$ cat src/rtl/decode_queue.sv
// Fetch-to-decode buffer: pre-decodes RV32I instructions at push time and holds them
// in a circular queue whose head entry is presented show-ahead to the issue logic.
`timescale 1ns/1ps
module decode_queue #(
  parameter int DEPTH_LOG = 3,
  parameter int AFULL_GAP = 1,
  parameter int ADDR_W    = 32
) (
  input  logic                 i_clk,
  input  logic                 i_rst,
  input  logic                 i_rdy,
  input  logic                 i_rollback,
  input  logic                 i_if_inst_rdy,
  input  logic [31:0]          i_if_inst,
  input  logic [ADDR_W-1:0]    i_if_inst_pc,
  input  logic                 i_if_inst_pre_jump,
  output logic                 o_if_full,
  input  logic                 i_issue_ack,
  output logic                 o_out_valid,
  output logic [6:0]           o_out_opcode,
  output logic [2:0]           o_out_func3,
  output logic                 o_out_func1,
  output logic [4:0]           o_out_rd,
  output logic [4:0]           o_out_rs1,
  output logic [4:0]           o_out_rs2,
  output logic [31:0]          o_out_imm,
  output logic [ADDR_W-1:0]    o_out_pc,
  output logic                 o_out_pre_jump,
  output logic                 o_out_rs_en,
  output logic                 o_out_lsb_en,
  output logic                 o_out_is_store,
  output logic [DEPTH_LOG:0]   o_count
);
  localparam int DEPTH = 1 << DEPTH_LOG;
  localparam int CNT_W = DEPTH_LOG + 1;
  localparam logic [CNT_W-1:0] DEPTH_C = CNT_W'(DEPTH);

  localparam logic [6:0] OP_LUI    = 7'b0110111;
  localparam logic [6:0] OP_AUIPC  = 7'b0010111;
  localparam logic [6:0] OP_JAL    = 7'b1101111;
  localparam logic [6:0] OP_JALR   = 7'b1100111;
  localparam logic [6:0] OP_BRANCH = 7'b1100011;
  localparam logic [6:0] OP_LOAD   = 7'b0000011;
  localparam logic [6:0] OP_STORE  = 7'b0100011;
  localparam logic [6:0] OP_ARITHI = 7'b0010011;
  localparam logic [6:0] OP_ARITH  = 7'b0110011;

  typedef struct packed {
    logic [6:0]        opcode;
    logic [2:0]        func3;
    logic              func1;
    logic [4:0]        rd;
    logic [4:0]        rs1;
    logic [4:0]        rs2;
    logic [31:0]       imm;
    logic [ADDR_W-1:0] pc;
    logic              pre_jump;
    logic              rs_en;
    logic              lsb_en;
    logic              is_store;
  } entry_t;

  entry_t                r_mem [DEPTH];
  logic [DEPTH_LOG-1:0]  r_head;
  logic [DEPTH_LOG-1:0]  r_tail;
  logic [CNT_W-1:0]      r_count;
  logic                  r_if_full;

  entry_t                w_ent;
  entry_t                w_out;
  logic                  w_known;
  logic                  w_push;
  logic                  w_pop;
  logic [CNT_W-1:0]      w_next_count;
  logic [CNT_W-1:0]      w_next_free;

  always_comb begin
    w_ent          = '0;
    w_known        = 1'b1;
    w_ent.opcode   = i_if_inst[6:0];
    w_ent.func3    = i_if_inst[14:12];
    w_ent.func1    = i_if_inst[30];
    w_ent.pc       = i_if_inst_pc;
    w_ent.pre_jump = i_if_inst_pre_jump;
    case (i_if_inst[6:0])
      OP_LUI, OP_AUIPC: begin
        w_ent.rd    = i_if_inst[11:7];
        w_ent.imm   = {i_if_inst[31:12], 12'b0};
        w_ent.rs_en = 1'b1;
      end
      OP_JAL: begin
        w_ent.rd    = i_if_inst[11:7];
        w_ent.imm   = {{11{i_if_inst[31]}}, i_if_inst[31], i_if_inst[19:12],
                       i_if_inst[20], i_if_inst[30:21], 1'b0};
        w_ent.rs_en = 1'b1;
      end
      OP_JALR, OP_ARITHI: begin
        w_ent.rd    = i_if_inst[11:7];
        w_ent.rs1   = i_if_inst[19:15];
        w_ent.imm   = {{20{i_if_inst[31]}}, i_if_inst[31:20]};
        w_ent.rs_en = 1'b1;
      end
      OP_BRANCH: begin
        w_ent.rs1   = i_if_inst[19:15];
        w_ent.rs2   = i_if_inst[24:20];
        w_ent.imm   = {{19{i_if_inst[31]}}, i_if_inst[31], i_if_inst[7],
                       i_if_inst[30:25], i_if_inst[11:8], 1'b0};
        w_ent.rs_en = 1'b1;
      end
      OP_LOAD: begin
        w_ent.rd     = i_if_inst[11:7];
        w_ent.rs1    = i_if_inst[19:15];
        w_ent.imm    = {{20{i_if_inst[31]}}, i_if_inst[31:20]};
        w_ent.lsb_en = 1'b1;
      end
      OP_STORE: begin
        w_ent.rs1      = i_if_inst[19:15];
        w_ent.rs2      = i_if_inst[24:20];
        w_ent.imm      = {{20{i_if_inst[31]}}, i_if_inst[31:25], i_if_inst[11:7]};
        w_ent.lsb_en   = 1'b1;
        w_ent.is_store = 1'b1;
      end
      OP_ARITH: begin
        w_ent.rd    = i_if_inst[11:7];
        w_ent.rs1   = i_if_inst[19:15];
        w_ent.rs2   = i_if_inst[24:20];
        w_ent.rs_en = 1'b1;
      end
      default: w_known = 1'b0;
    endcase
  end

  // A full queue still accepts a push when the head leaves in the same cycle.
  assign w_pop  = i_rdy && !i_rollback && (r_count != '0) && i_issue_ack;
  assign w_push = i_rdy && !i_rollback && i_if_inst_rdy && w_known &&
                  ((r_count != DEPTH_C) || w_pop);

  always_comb begin
    w_next_count = r_count;
    case ({w_push, w_pop})
      2'b10:   w_next_count = r_count + 1'b1;
      2'b01:   w_next_count = r_count - 1'b1;
      default: w_next_count = r_count;
    endcase
    w_next_free = DEPTH_C - w_next_count;
  end

  always_ff @(posedge i_clk) begin
    if (i_rst) begin
      r_head    <= '0;
      r_tail    <= '0;
      r_count   <= '0;
      r_if_full <= 1'b0;
    end else if (i_rdy) begin
      if (i_rollback) begin
        r_head    <= '0;
        r_tail    <= '0;
        r_count   <= '0;
        r_if_full <= 1'b0;
      end else begin
        if (w_push) r_tail <= r_tail + 1'b1;
        if (w_pop)  r_head <= r_head + 1'b1;
        r_count   <= w_next_count;
        r_if_full <= (int'(w_next_free) <= AFULL_GAP);
      end
    end
  end

  always_ff @(posedge i_clk) begin
    if (!i_rst && w_push) r_mem[r_tail] <= w_ent;
  end

  assign o_out_valid    = (r_count != '0);
  assign w_out          = o_out_valid ? r_mem[r_head] : '0;
  assign o_out_opcode   = w_out.opcode;
  assign o_out_func3    = w_out.func3;
  assign o_out_func1    = w_out.func1;
  assign o_out_rd       = w_out.rd;
  assign o_out_rs1      = w_out.rs1;
  assign o_out_rs2      = w_out.rs2;
  assign o_out_imm      = w_out.imm;
  assign o_out_pc       = w_out.pc;
  assign o_out_pre_jump = w_out.pre_jump;
  assign o_out_rs_en    = w_out.rs_en;
  assign o_out_lsb_en   = w_out.lsb_en;
  assign o_out_is_store = w_out.is_store;
  assign o_count        = r_count;
  assign o_if_full      = r_if_full;
endmodule

$ cat config.mk
export PLATFORM = sky130hd
export DESIGN_NAME = decode_queue
export DESIGN_NICKNAME = d
export VERILOG_FILES = /design/src/rtl/decode_queue.sv
export SDC_FILE = /design/constraint.sdc
export NUM_CORES = 1
export LEC_CHECK = 0
export BUFFER_PORTS_ARGS = -buffer_cell sky130_fd_sc_hd__buf_2
export CORE_AREA = 10 10 256 258
export CTS_CLUSTER_SIZE = 14
export DETAILED_ROUTE_END_ITERATION = 10
export DIE_AREA = 0 0 266 268
export GPL_TIMING_DRIVEN = 0
export HOLD_SLACK_MARGIN = 0.08
export MAX_ROUTING_LAYER = met4
export PLACE_DENSITY = 0.71
export SETUP_SLACK_MARGIN = 0.15
export SLEW_MARGIN = 5
export SYNTH_ARGS = -nofsm -noshare
export SYNTH_HDL_FRONTEND = slang
export SYNTH_SLANG_ARGS = --single-unit
$ cat constraint.sdc
create_clock -name i_clk -period 12.71 [get_ports i_clk]
set_input_delay 1.271 -clock i_clk [delete_from_list [all_inputs] [get_ports i_clk]]
set_output_delay 1.271 -clock i_clk [all_outputs]
set_load 0.005 [all_outputs]
Word level (Yosys, flattened, before mapping)
Memories as Yosys holds them, arrays and structs flattened. A register that Yosys moved wholly into a read port is not among the register bits.
Cells that the tools add are included.
- flip-flop bits (word level): 11
- bits in latches: 0
- memory bits (writable): 752
- ROM bits: 0
- input bits: 71
- output and inout bits: 100
- word-level logic and storage cells: 66
- memories: 1
- memories (memory ; depth ; bits a word ; rd ports ; clocked after Yosys merged registers in ; write ports ; RTL line ; RTL):
    r_mem ; 8 ; 94 ; 1 ; 1 ; 1 ; 63 ; entry_t r_mem [DEPTH];
- add/sub/neg operators: 5
- multipliers: 0
- div/mod/pow operators: 0
- $lt $le $gt $ge: 1
- eq/ne operators: 12
- shift-type cells: 0
- mux-type cells: 20
- bitwise logic cells: 0
- reductions and logical operators: 23
- operators by type and width (cell ; number):
    32-bit one-hot mux with 5 select lines ; 1
    94-bit 2-to-1 mux ; 1
    7-bit by 6-bit equality test with 1-bit output (second input constant) ; 3
    7-bit equality test (second input constant) ; 3
    3-bit 2-to-1 mux ; 6
    5-bit 2-to-1 mux ; 3
    7-bit by 5-bit equality test with 1-bit output (second input constant) ; 2
    7-bit OR reduction ; 2
    9-bit OR reduction ; 1
    4-bit one-hot mux with 2 select lines ; 1
    7-bit by 2-bit equality test with 1-bit output (second input constant) ; 1
    1-bit logical AND ; 7
    1-bit 2-to-1 mux ; 7
    3-bit by 1-bit adder with 3-bit output (second input constant) ; 2
    3-bit OR reduction ; 2
    6-bit OR reduction ; 1
    4-bit by 1-bit adder with 4-bit output (second input constant) ; 1
    4-bit by 1-bit less-or-equal comparator with 1-bit output (second input constant) ; 1
    4-bit 2-to-1 mux ; 1
    4-bit inequality test (second input constant) ; 1
    2-bit AND reduction ; 2
    2-bit nonzero test ; 2
    4-bit nonzero test ; 1
    2-bit OR reduction ; 2
    other kinds (6) ; 7

Longest topological paths before layout
Gate-level depths: netlist of run 1.
- word-level depth: 11
- mapped depth: 13
- gate-level depth less buffers: 12

Worst setup path before layout of run 1
Ideal clock, no wire load.
- kind: input -> register
- start point: in i_rdy
- end point: mem r_mem[0][0] (netlist bit), enable pin
- setup time: 810 ps
- arrival: 11644 ps
- required time: 11900 ps
- path slack: 255 ps
- cell stages on the path: 5
- path buffers: 0
- cells stage by stage: nor2b_1 nand4_1 nor2_1 nand2_1 nor4b_1
- longest elaborated chain between the ends: 8
- elaborated cells on any way between the ends: 10
- classes of those cells: 2 x mux; 8 x reduce/logical
- ends and longest elaborated chain (what ; RTL line ; RTL):
    from (decl) ; 11 ; input logic i_rdy,
    1-bit logical AND * ; 134, 135 ;
    1-bit logical AND (2 in series) ; 134 ; assign w_pop = i_rdy && !i_rollback && (r_count != '0) && i_issue_ack;
    1-bit logical OR ; 136 ; ((r_count != DEPTH_C) || w_pop);
    1-bit logical AND * ; 135 ; assign w_push = i_rdy && !i_rollback && i_if_inst_rdy && w_known &&
    1-bit logical AND * ; 170 ; if (!i_rst && w_push) r_mem[r_tail] <= w_ent;
    1-bit 2-to-1 mux * ; 170 ;
    1-bit 2-to-1 mux (not written as such) * ; 170 ;
    to (decl) ; 63 ;
Mark *: on every way between the ends. The rest lies on a longest branch, timed or not.

==> results.ini, run 1 <==
[floorplanning]
dieArea_um2=71290
fp.dieW_um=266
std_cell_rows=90
die_h_um=268
coreArea_um2=60130
start_util_pct=49.72
io_pins=171

[critical_path]
path_common_cell=clkbuf_1
cp_max_fo=10
path_class=reg2out
critPathMaxStageDelay_ns=0.80
endpoint_kind=output port
crit_chain=clkbuf_1 -> clkbuf_1 -> clkbuf_1 -> mux4_2 -> mux2i_1 -> nor2_1 -> buf_2
arrival_ns=4.02
required_ns=11.44
worst_path_max_delay_cell=clkbuf_1
start_kind=flop

[sta]
rsz0062_at_grt=false
min_period_over_period_pct=41.61
skew_ns=0.01780
finalMaxSlewViolations=0
hold_viol_final=0
tightestPinTransition_ns=1.297
fin_ws_ns=7.421
period_minus_slack_ns=5.289
max_freq_ghz=0.1891
relSlewSlack_pct=13.34
finalSetupViolCount=0

[clock_network]
insertion_delay_ns=0.62
clkTransAtPathRegs_ns=0.06
cts_buffers=77
h-tree-depth=3
cts.sinks=766
post_cts_buffers=0
ctsHoldBuffers=0
clockRootBuffer=clkbuf_16
max-clock-path-buffers=3
cts_resized=0
cts_tree=done

[routing]
drtIter0Drc=1655
drc_errors=0
first_pass_iters=5
vias=15147
via_per_inst=5.848
ant_nets=0
wl_um=67390
wl_per_cell_um=26.02

[finish]
post_route_cells_drive_above_1_share_pct=32.32
layout_common_cells=752 x edfxtp_1, 188 x mux4_2, 185 x buf_2
final_common_cell=edfxtp_1
final_util_pct=58.58
final_area_um2=35230
instances_no_fill=2590
final_nets=1817
areaGrowthSynthToFinish_pct=17.82

[synth]
synth_edf_count=752
synthArstFlopShare_pct=0
yosysSeqAreaShare_pct=76.46
synth_cell_type_count=57
syn_inst=1405
avgSynthCellArea_um2=21.28
syn-num-nets=1481
synth_flop_cell=edfxtp_1
yosysWarnings=0
synth_seq_cells=766
synth_area_um2=29900

[power_and_ir_drop]
peakVddDrop_v=0.0001305
p_leak_nw=11.59
power.density_nw_per_um2=143.3

[place]
numPlacedInstances=2444
portBuffers=170
dp_hpwl_um=45290
dp_slack_ns=7.894
dpl_cell_area_um2=32720
gp_congestion=0.8450

[min_path]
hp-class=reg2reg

[grt]
grt_util_all_layers_pct=19.72
grt_pass1_wl_um=101300
grt_pass1_vias=16019
grt_antenna_before_repair=7
grt_max_degree=26
grt_overflow_total=0

[run_status]
status=finished clean

[run]
cap_violations=0

-- cell usage after synthesis (all sizes together) (4+ instances only) --
library cell	instances	area share, %
edfxtp	752	76
inv	10	0.13
a21oi	15	0.25
nor3	6	0.12
nand2	15	0.19
buf	30	0.46
a21o	21	0.53
nor2	116	1.5
nor4	4	0.13
clkbuf	41	0.51
ha	4	0.17
mux4	188	14
dfxtp	14	0.94
nand3	9	0.15
a22o	6	0.18
mux2i	96	3.2
and2	22	0.46
o21ai	9	0.15
-- worst max-delay path, delay by kind of cell (launching register included) --
kind                   cells  cell delay (ns)
muxes                      2             0.41
buffers and inverters      4             2.29
and+or+nand+nor            1             0.39
DFF                        1             0.30
-- stage by stage --
| stage | setup TNS (ns) | hold slack, ns | total power, W |
|---|---|---|---|
| final | 0 | 0.5253 | 0.005048 |
| after global routing | 0 | 0.5611 | 0.005193 |
| after CTS | 0 | 0.5288 | 0.005087 |
| after detailed placement | 0 | 0.5141 | 0.002871 |
| after global placement | -2577.88 | 0.4875 | 0.002868 |
| after floorplan | 0 | 0.4581 | 0.002829 |
-- sequential cells by signal (all words and copies together) (netlist names), named ones only --
register / flops
r_head: 3
o_if_full: 1
r_mem: 752
r_tail: 3
o_count: 4
-- report_power, final --
| part | internal, W | switching [W] |
|---|---|---|
| clock | 0.00131 | 0.000917 |
| combinational | 0.0000181 | 0.0000444 |
| sequential | 0.00276 | 0.000000378 |
-- routing by layer --
metal | global-route usage [%] | part of all wire (%) | up-vias
met2 | 31.91 | 50 | 606
met3 | 5.347 | 8.0 | 129
li1 | - | - | 6514
met5 | - | 0 | -
met4 | 5.991 | 2.8 | 0
met1 | 24.16 | 39 | 7898
-- layout make-up --
class                      instances  area [um2]
buffer                            71       292.8
multi-input combinational        558        6771
fill                            4389       24910
timing repair buffer             257        1787
clock inverter                    43       419.2
clock buffer                      96        2062
antenna                            7       17.52
tap                              782       978.4
inverter                          10       37.54
sequential                       766       22860
-- final timing paths --
kind,start,to,slack [ns],depth (start not counted)
max,flop,o_out_rs2[0],7.42,7
min,o_if_full$_SDFFE_PP0P_,o_if_full$_SDFFE_PP0P_,0.53,2
max reg2reg,o_count[3]$_SDFFE_PP0P_,o_if_full$_SDFFE_PP0P_,9.34,12
min reg2reg,o_if_full$_SDFFE_PP0P_,o_if_full$_SDFFE_PP0P_,0.53,2
-- logic make-up (layout without fill, tap and decap cells) --
family	count (synthesis)	count (layout)	synth area share, %
flip-flops	766	766	76.46
multiplexers	284	284	17.38
AND/OR/NAND/NOR	196	196	3.067
buffers and inverters	81	477	1.105
AO/OA/AOI/OAI	72	72	1.724
adder cells (fa/ha/maj)	5	5	0.2344
XOR/XNOR	1	1	0.02930
other	0	7	0
No activity file was read; power rests on OpenSTA's default activity.
==> inputs of run 2 (changes only) <==
--- a/config.mk
+++ b/config.mk
@@ -5,15 +5,16 @@
 export SDC_FILE = /design/constraint.sdc
 export NUM_CORES = 1
 export LEC_CHECK = 0
+export ABC_AREA = 1
 export BUFFER_PORTS_ARGS = -buffer_cell sky130_fd_sc_hd__buf_2
-export CORE_AREA = 10 10 256 258
+export CORE_AREA = 10 10 258 260
 export CTS_CLUSTER_SIZE = 14
 export DETAILED_ROUTE_END_ITERATION = 10
-export DIE_AREA = 0 0 266 268
+export DIE_AREA = 0 0 268 270
 export GPL_TIMING_DRIVEN = 0
 export HOLD_SLACK_MARGIN = 0.08
 export MAX_ROUTING_LAYER = met4
-export PLACE_DENSITY = 0.71
+export PLACE_DENSITY = 0.68
 export SETUP_SLACK_MARGIN = 0.15
 export SLEW_MARGIN = 5
 export SYNTH_ARGS = -nofsm -noshare
==> constraint.sdc (replaced) <==
create_clock -name i_clk -period 5.1 [get_ports i_clk]
set_input_delay 0.51 -clock i_clk [delete_from_list [all_inputs] [get_ports i_clk]]
set_output_delay 0.51 -clock i_clk [all_outputs]
set_load 0.005 [all_outputs]
==> results.ini, run 2 <==
[finish]
final_util_pct=58.45  ; -0.13 points
areaGrowthSynthToFinish_pct=17.97
final_common_cell=edfxtp_1
layout_common_cells=752 x edfxtp_1, 591 x nor2_1, 470 x o21ai_0
final_area_um2=35800  ; +1.6%
multi_input_area_um2=6721  ; -0.74%
post_route_cells_drive_above_1_share_pct=14.99  ; -17 points
n_fill_cell=4756  ; +8.4%
final_nets=2758  ; +52%
largest_reg_flops=752  ; unchanged
regMostFlops=r_mem
regArea_um2=22860  ; unchanged
instances_no_fill=3544  ; +37%

[critical_path]
start_kind=flop
critPathMaxStageDelay_ns=0.97  ; +0.17 ns
r2r_slack_ns=1.55  ; -7.79 ns
cp_max_fo=10  ; unchanged
path_class=reg2out
arrival_ns=4.00  ; -0.02 ns
endpoint_kind=output port
crit_chain=buf_2 -> buf_2 -> clkbuf_1 -> buf_2 -> nor2_1 -> nor2_1 -> o21ai_0 -> a31oi_1 -> buf_2
worst_path_max_delay_cell=clkbuf_1
path_common_cell=buf_2
required_ns=4.59  ; -6.85 ns

[clock_network]
cts.sinks=766  ; unchanged
insertion_delay_ns=0.62  ; about the same
clockRootBuffer=clkbuf_16
ctsHoldBuffers=0  ; unchanged
clkTransAtPathRegs_ns=0.06  ; about the same
cts_resized=0  ; unchanged
max-clock-path-buffers=3  ; unchanged
cts_buffers=80  ; +3.9%
h-tree-depth=3  ; unchanged
cts_tree=done
post_cts_buffers=0  ; unchanged

[synth]
yosys.area.top_type_share_pct=74.41  ; -1.1 points
yosysWarnings=0  ; unchanged
syn-num-nets=2454  ; +66%
yosysTopAreaCell=edfxtp_1
avgSynthCellArea_um2=12.76  ; -40%
syn_inst=2378  ; +69%
synthTopCellsByArea=edfxtp_1 74%, o21ai_0 7.8%, nor2_1 7.3%
synth_seq_cells=766  ; unchanged
synth_commonest_cells=752 x edfxtp_1, 591 x nor2_1, 470 x o21ai_0
synth_area_um2=30350  ; +1.5%
synth_flop_cell=edfxtp_1
yosysMostFrequentCell=edfxtp_1
synth_cell_type_count=41  ; -28%
yosysSeqAreaShare_pct=75.33  ; -1.1 points
synth_edf_count=752  ; unchanged
synthArstFlopShare_pct=0  ; unchanged

[grt]
grt_util_all_layers_pct=23.77  ; +4.0 points
grt_pass1_vias=20615  ; +29%
grt_antenna_before_repair=7  ; unchanged
grt_max_degree=19  ; -27%
grt_pass1_wl_um=126900  ; +25%
grt_overflow_total=0  ; unchanged

[power_and_ir_drop]
p_leak_nw=12.29  ; +6.0%
seq_power_share_pct=55.3  ; +0.7 points
peakVddDrop_v=0.0003035  ; +130%
internal_power_w=0.009979  ; +140%
power_frac_comb_pct=1.2  ; about the same
pwr-share-clk_pct=43.5  ; -0.7 points
sw_frac_of_total_pct=19.76  ; +0.71 points
p_sw_w=0.002457  ; +160%
power.density_nw_per_um2=347.3  ; +140%

[sta]
finalMaxSlewViolations=0  ; unchanged
fin_setup_tns_ns=0  ; unchanged
tightestPinTransition_ns=1.264  ; -0.03269 ns
min_period_over_period_pct=88.39
period_minus_slack_ns=4.508
hold_viol_final=0  ; unchanged
relSlewSlack_pct=15.71  ; +2.4 points
max_freq_ghz=0.2218
finalSetupViolCount=0  ; unchanged
rsz0062_at_grt=false
skew_ns=0.01115  ; -0.006644 ns

[run_status]
status=finished clean

[place]
dp_hpwl_um=57590  ; +27%
numPlacedInstances=3390  ; +39%
gp_congestion=0.8740  ; +3.4%
dpl_cell_area_um2=33360  ; +1.9%
portBuffers=170  ; unchanged

[routing]
first_pass_iters=8  ; +3
via_per_inst=5.904  ; +0.96%
wl_um=85390  ; +27%
vias=20925  ; +38%
drc_errors=0  ; unchanged
drtIter0Drc=2691  ; +63%
ant_nets=0  ; unchanged
wl_per_cell_um=24.09  ; -7.4%

[floorplanning]
fp.dieW_um=268  ; +0.75%
io_pins=171  ; unchanged
die_h_um=270  ; +0.75%
start_util_pct=49.54  ; -0.18 points
coreArea_um2=61260  ; +1.9%
std_cell_rows=91  ; +1.1%
dieArea_um2=72360  ; +1.5%

[min_path]
hp-class=in2reg

[run]
cap_violations=0  ; unchanged

-- run 2: cell families after synthesis --
| family | count (synthesis) | synth area share [%] |
|---|---|---|
| buf+inv | 212 | 2.820 |
| simple gates | 698 | 9.260 |
| compound gates | 696 | 12.33 |
| fa+ha+maj | 5 | 0.2309 |
| xor+xnor | 1 | 0.02886 |
| flops | 766 | 75.33 |
-- run 2: cell type report --
| class | instances | share of cell area [%] |
|---|---|---|
| tap | 790 | 2.761 |
| inverter | 56 | 0.6255 |
| multi-input combinational | 1400 | 18.77 |
| sequential | 766 | 63.85 |
| clock inverter | 52 | 0.8492 |
| buffer | 156 | 1.765 |
| timing repair buffer | 222 | 5.396 |
| clock buffer | 96 | 5.937 |
| antenna | 6 | 0.04193 |
-- run 2: per-stage QoR --
step	total power, W	hold WS (ns)	worst slack [ns]
6_report	0.01244	0.1485	0.5921
5_1_grt	0.01277	0.1506	0.5454
4_1_cts	0.01250	0.1266	0.7445
3_5_place_dp	0.007156	0.4759	1.115
3_3_place_gp	0.007148	0.4693	-4.190
2_1_floorplan	0.007052	0.4444	-0.5085
-- run 2: worst max-delay path, delay by kind of cell, from the launching register on --
kind | cells | cell delay (ns)
AND/OR/NAND/NOR | 2 | 0.19
flip-flops | 1 | 0.30
buffers and inverters | 5 | 2.27
AO/OA/AOI/OAI | 2 | 0.62
-- run 2: worst paths after layout --
kind                                start                 endpoint  depth (start not counted)
setup / recovery                     flop           o_out_is_store                          9
hold reg to reg    r_head[1]$_SDFFE_PP0P_   r_head[1]$_SDFFE_PP0P_                          2
setup reg to reg  o_count[0]$_SDFFE_PP0P_   r_mem[2][50]$_DFFE_PP_                         12
hold / removal                      i_rst  o_count[0]$_SDFFE_PP0P_                          2
-- run 2: routing by layer --
metal  share of wire [%]  GRT usage (%)
met1                  38          30.45
met2                  49          38.06
met3                 9.8          4.579
met4                 2.7          7.062
met5                   0              -
-- run 2: power by group through the flow --
stage	Sequential, W	Clock [W]	Combinational (W)
final	0.00687	0.00541	0.000155
after floorplan	0.00701	0	0.0000455
after global routing	0.00687	0.00574	0.000167
after CTS	0.00687	0.00547	0.000152
after detailed placement	0.00700	0	0.000152
after global placement	0.00700	0	0.000143
==> inputs of run 3 (changes only) <==
--- a/config.mk
+++ b/config.mk
@@ -14,7 +14,8 @@
 export GPL_TIMING_DRIVEN = 0
 export HOLD_SLACK_MARGIN = 0.08
 export MAX_ROUTING_LAYER = met4
-export PLACE_DENSITY = 0.68
+export PLACE_DENSITY = 0.67
+export REMOVE_ABC_BUFFERS = 1
 export SETUP_SLACK_MARGIN = 0.15
 export SLEW_MARGIN = 5
 export SYNTH_ARGS = -nofsm -noshare
==> results.ini, run 3 (synthesized netlist as in run 2, its figures left out) <==
[routing]
first_pass_iters=6  ; -2
wl_per_cell_um=21.51  ; -11%
drc_errors=0  ; unchanged
wl_um=73920  ; -13%
vias=19937  ; -4.7%
ant_nets=0  ; unchanged
drtIter0Drc=2152  ; -20%
via_per_inst=5.802  ; -1.7%

[floorplanning]
io_pins=171  ; unchanged
std_cell_rows=91  ; unchanged
fp.dieW_um=268  ; unchanged
dieArea_um2=72360  ; unchanged
die_h_um=270  ; unchanged
coreArea_um2=61260  ; unchanged
start_util_pct=49.54  ; unchanged

[finish]
final_common_cell=edfxtp_1
layout_common_cells=752 x edfxtp_1, 591 x nor2_1, 469 x o21ai_0
areaGrowthSynthToFinish_pct=16.96
regMostFlops=r_mem
largest_reg_flops=752  ; unchanged
final_area_um2=35500  ; -0.86%
n_fill_cell=4740  ; -0.34%
post_route_cells_drive_above_1_share_pct=16.41  ; +1.4 points
final_nets=2658  ; -3.6%
final_util_pct=57.95  ; -0.50 points

[place]
dp_hpwl_um=45310  ; -21%
gp_congestion=0.7890  ; -9.7%
portBuffers=170  ; unchanged
dpl_cell_area_um2=32930  ; -1.3%

[sta]
period_minus_slack_ns=4.444  ; -0.06428 ns
finalSetupViolCount=0  ; unchanged
relSlewSlack_pct=32.55  ; +17 points
min_period_over_period_pct=87.13  ; -1.3 points
rsz0062_at_grt=false
hold_viol_final=0  ; unchanged
max_freq_ghz=0.2250  ; +1.4%
skew_ns=0.02972  ; +0.01857 ns
finalMaxSlewViolations=0  ; unchanged
tightestPinTransition_ns=1.006  ; -0.2581 ns

[clock_network]
ctsHoldBuffers=0  ; unchanged
cts_tree=done
max-clock-path-buffers=3  ; unchanged
cts.sinks=766  ; unchanged
cts_buffers=78  ; -2.5%
h-tree-depth=3  ; unchanged
clockRootBuffer=clkbuf_16
clkTransAtPathRegs_ns=0.06  ; about the same
insertion_delay_ns=0.63  ; about the same
post_cts_buffers=0  ; unchanged

[power_and_ir_drop]
peakVddDrop_v=0.0002127  ; -30%
p_leak_nw=12.29  ; about the same
power.density_nw_per_um2=356.6  ; +2.7%

[grt]
grt_overflow_total=0  ; unchanged
grt_antenna_before_repair=2  ; -5
grt_pass1_wl_um=113800  ; -10%
grt_util_all_layers_pct=20.81  ; -3.0 points
grt_pass1_vias=20004  ; -3.0%
grt_max_degree=177  ; +158

[critical_path]
arrival_ns=3.93  ; -0.07 ns
endpoint_kind=output port
path_class=reg2out
cp_max_fo=95  ; +85
start_kind=flop
required_ns=4.59  ; about the same
r2r_slack_ns=1.19  ; -0.36 ns

[min_path]
hp-class=in2reg

[run_status]
status=finished clean

[run]
cap_violations=0  ; unchanged

## run 3: cell count changes in the layout (fill, tap and decap cells not counted), sizes merged
cell	change
clkbuf	-109
bufinv	+6
inv	-3
diode	-4
clkinvlp	-4
buf	+18
clkinv	-12
## run 3: where the power goes
| group | total (W) | switching (W) | internal (W) |
|---|---|---|---|
| logic | 0.000141 | 0.000103 | 0.0000373 |
| registers | 0.00687 | 0.00000115 | 0.00687 |
| clock network | 0.00565 | 0.00227 | 0.00337 |
| total | 0.0127 | 0.00238 | 0.0103 |
## run 3: critical path, stage by stage, from the launching register on
cell	delay [ns]
dfxtp_4	0.64
buf_16	0.35
buf_16	0.28
buf_16	0.28
clkinv_8	0.34
buf_16	0.42
nor2_1	0.15
o21ai_0	0.09
a31oi_1	0.45
buf_2	0.21
## run 3: final timing paths
path	startpoint	end	cells after the start
worst max-delay path	flop	o_out_rs2[1]	9
worst min-delay path	i_rst	o_count[2]$_SDFFE_PP0P_	2
worst max register to register	o_count[0]$_SDFFE_PP0P_	r_mem[2][12]$_DFFE_PP_	12
worst min register to register	r_head[0]$_SDFFE_PP0P_	r_head[0]$_SDFFE_PP0P_	1
## run 3: routing by layer
layer,part of all wire (%),track usage [%],vias to the layer above
met5,0,-,-
met4,1.9,6.125,0
met3,7.0,3.477,116
met2,49,32.99,731
met1,42,27.34,9939
li1,-,-,9151
## run 3: metrics by stage
step / instances / power [W] / hold slack, ns / TNS [ns] / setup slack (ns)
3_3_place_gp: 3182 / 0.007138 / 0.4689 / - / -21.67
6_report: 3436 / 0.01266 / 0.1324 / 0 / 0.6564
3_5_place_dp: 3292 / 0.007144 / 0.4788 / 0 / 0.7713
2_1_floorplan: 2222 / 0.007052 / 0.4444 / -3741.83 / -8.271
5_1_grt: 3436 / 0.01304 / 0.1266 / 0 / 0.2613
4_1_cts: 3434 / 0.01276 / 0.1024 / 0 / 0.4772
## run 3: repair_timing
| action | CTS | global route |
|---|---|---|
| endpoints found under the setup margin | 1 | 0 |
| resized for setup | 1 | 0 |
| endpoints found under the hold margin | 0 | 0 |
## run 3: final cells by class
| type | count | area, um2 | area share [%] |
|---|---|---|---|
| repair buffers | 280 | 2151 | 6.059 |
| flip-flops and latches | 766 | 22870 | 64.42 |
| clock inverters | 39 | 399.1 | 1.124 |
| multi-input cells | 1400 | 6684 | 18.83 |
| inverters | 56 | 249.0 | 0.7014 |
| well taps | 790 | 988.4 | 2.785 |
| diodes | 2 | 5.005 | 0.01410 |
| clock buffers | 103 | 2152 | 6.063 |
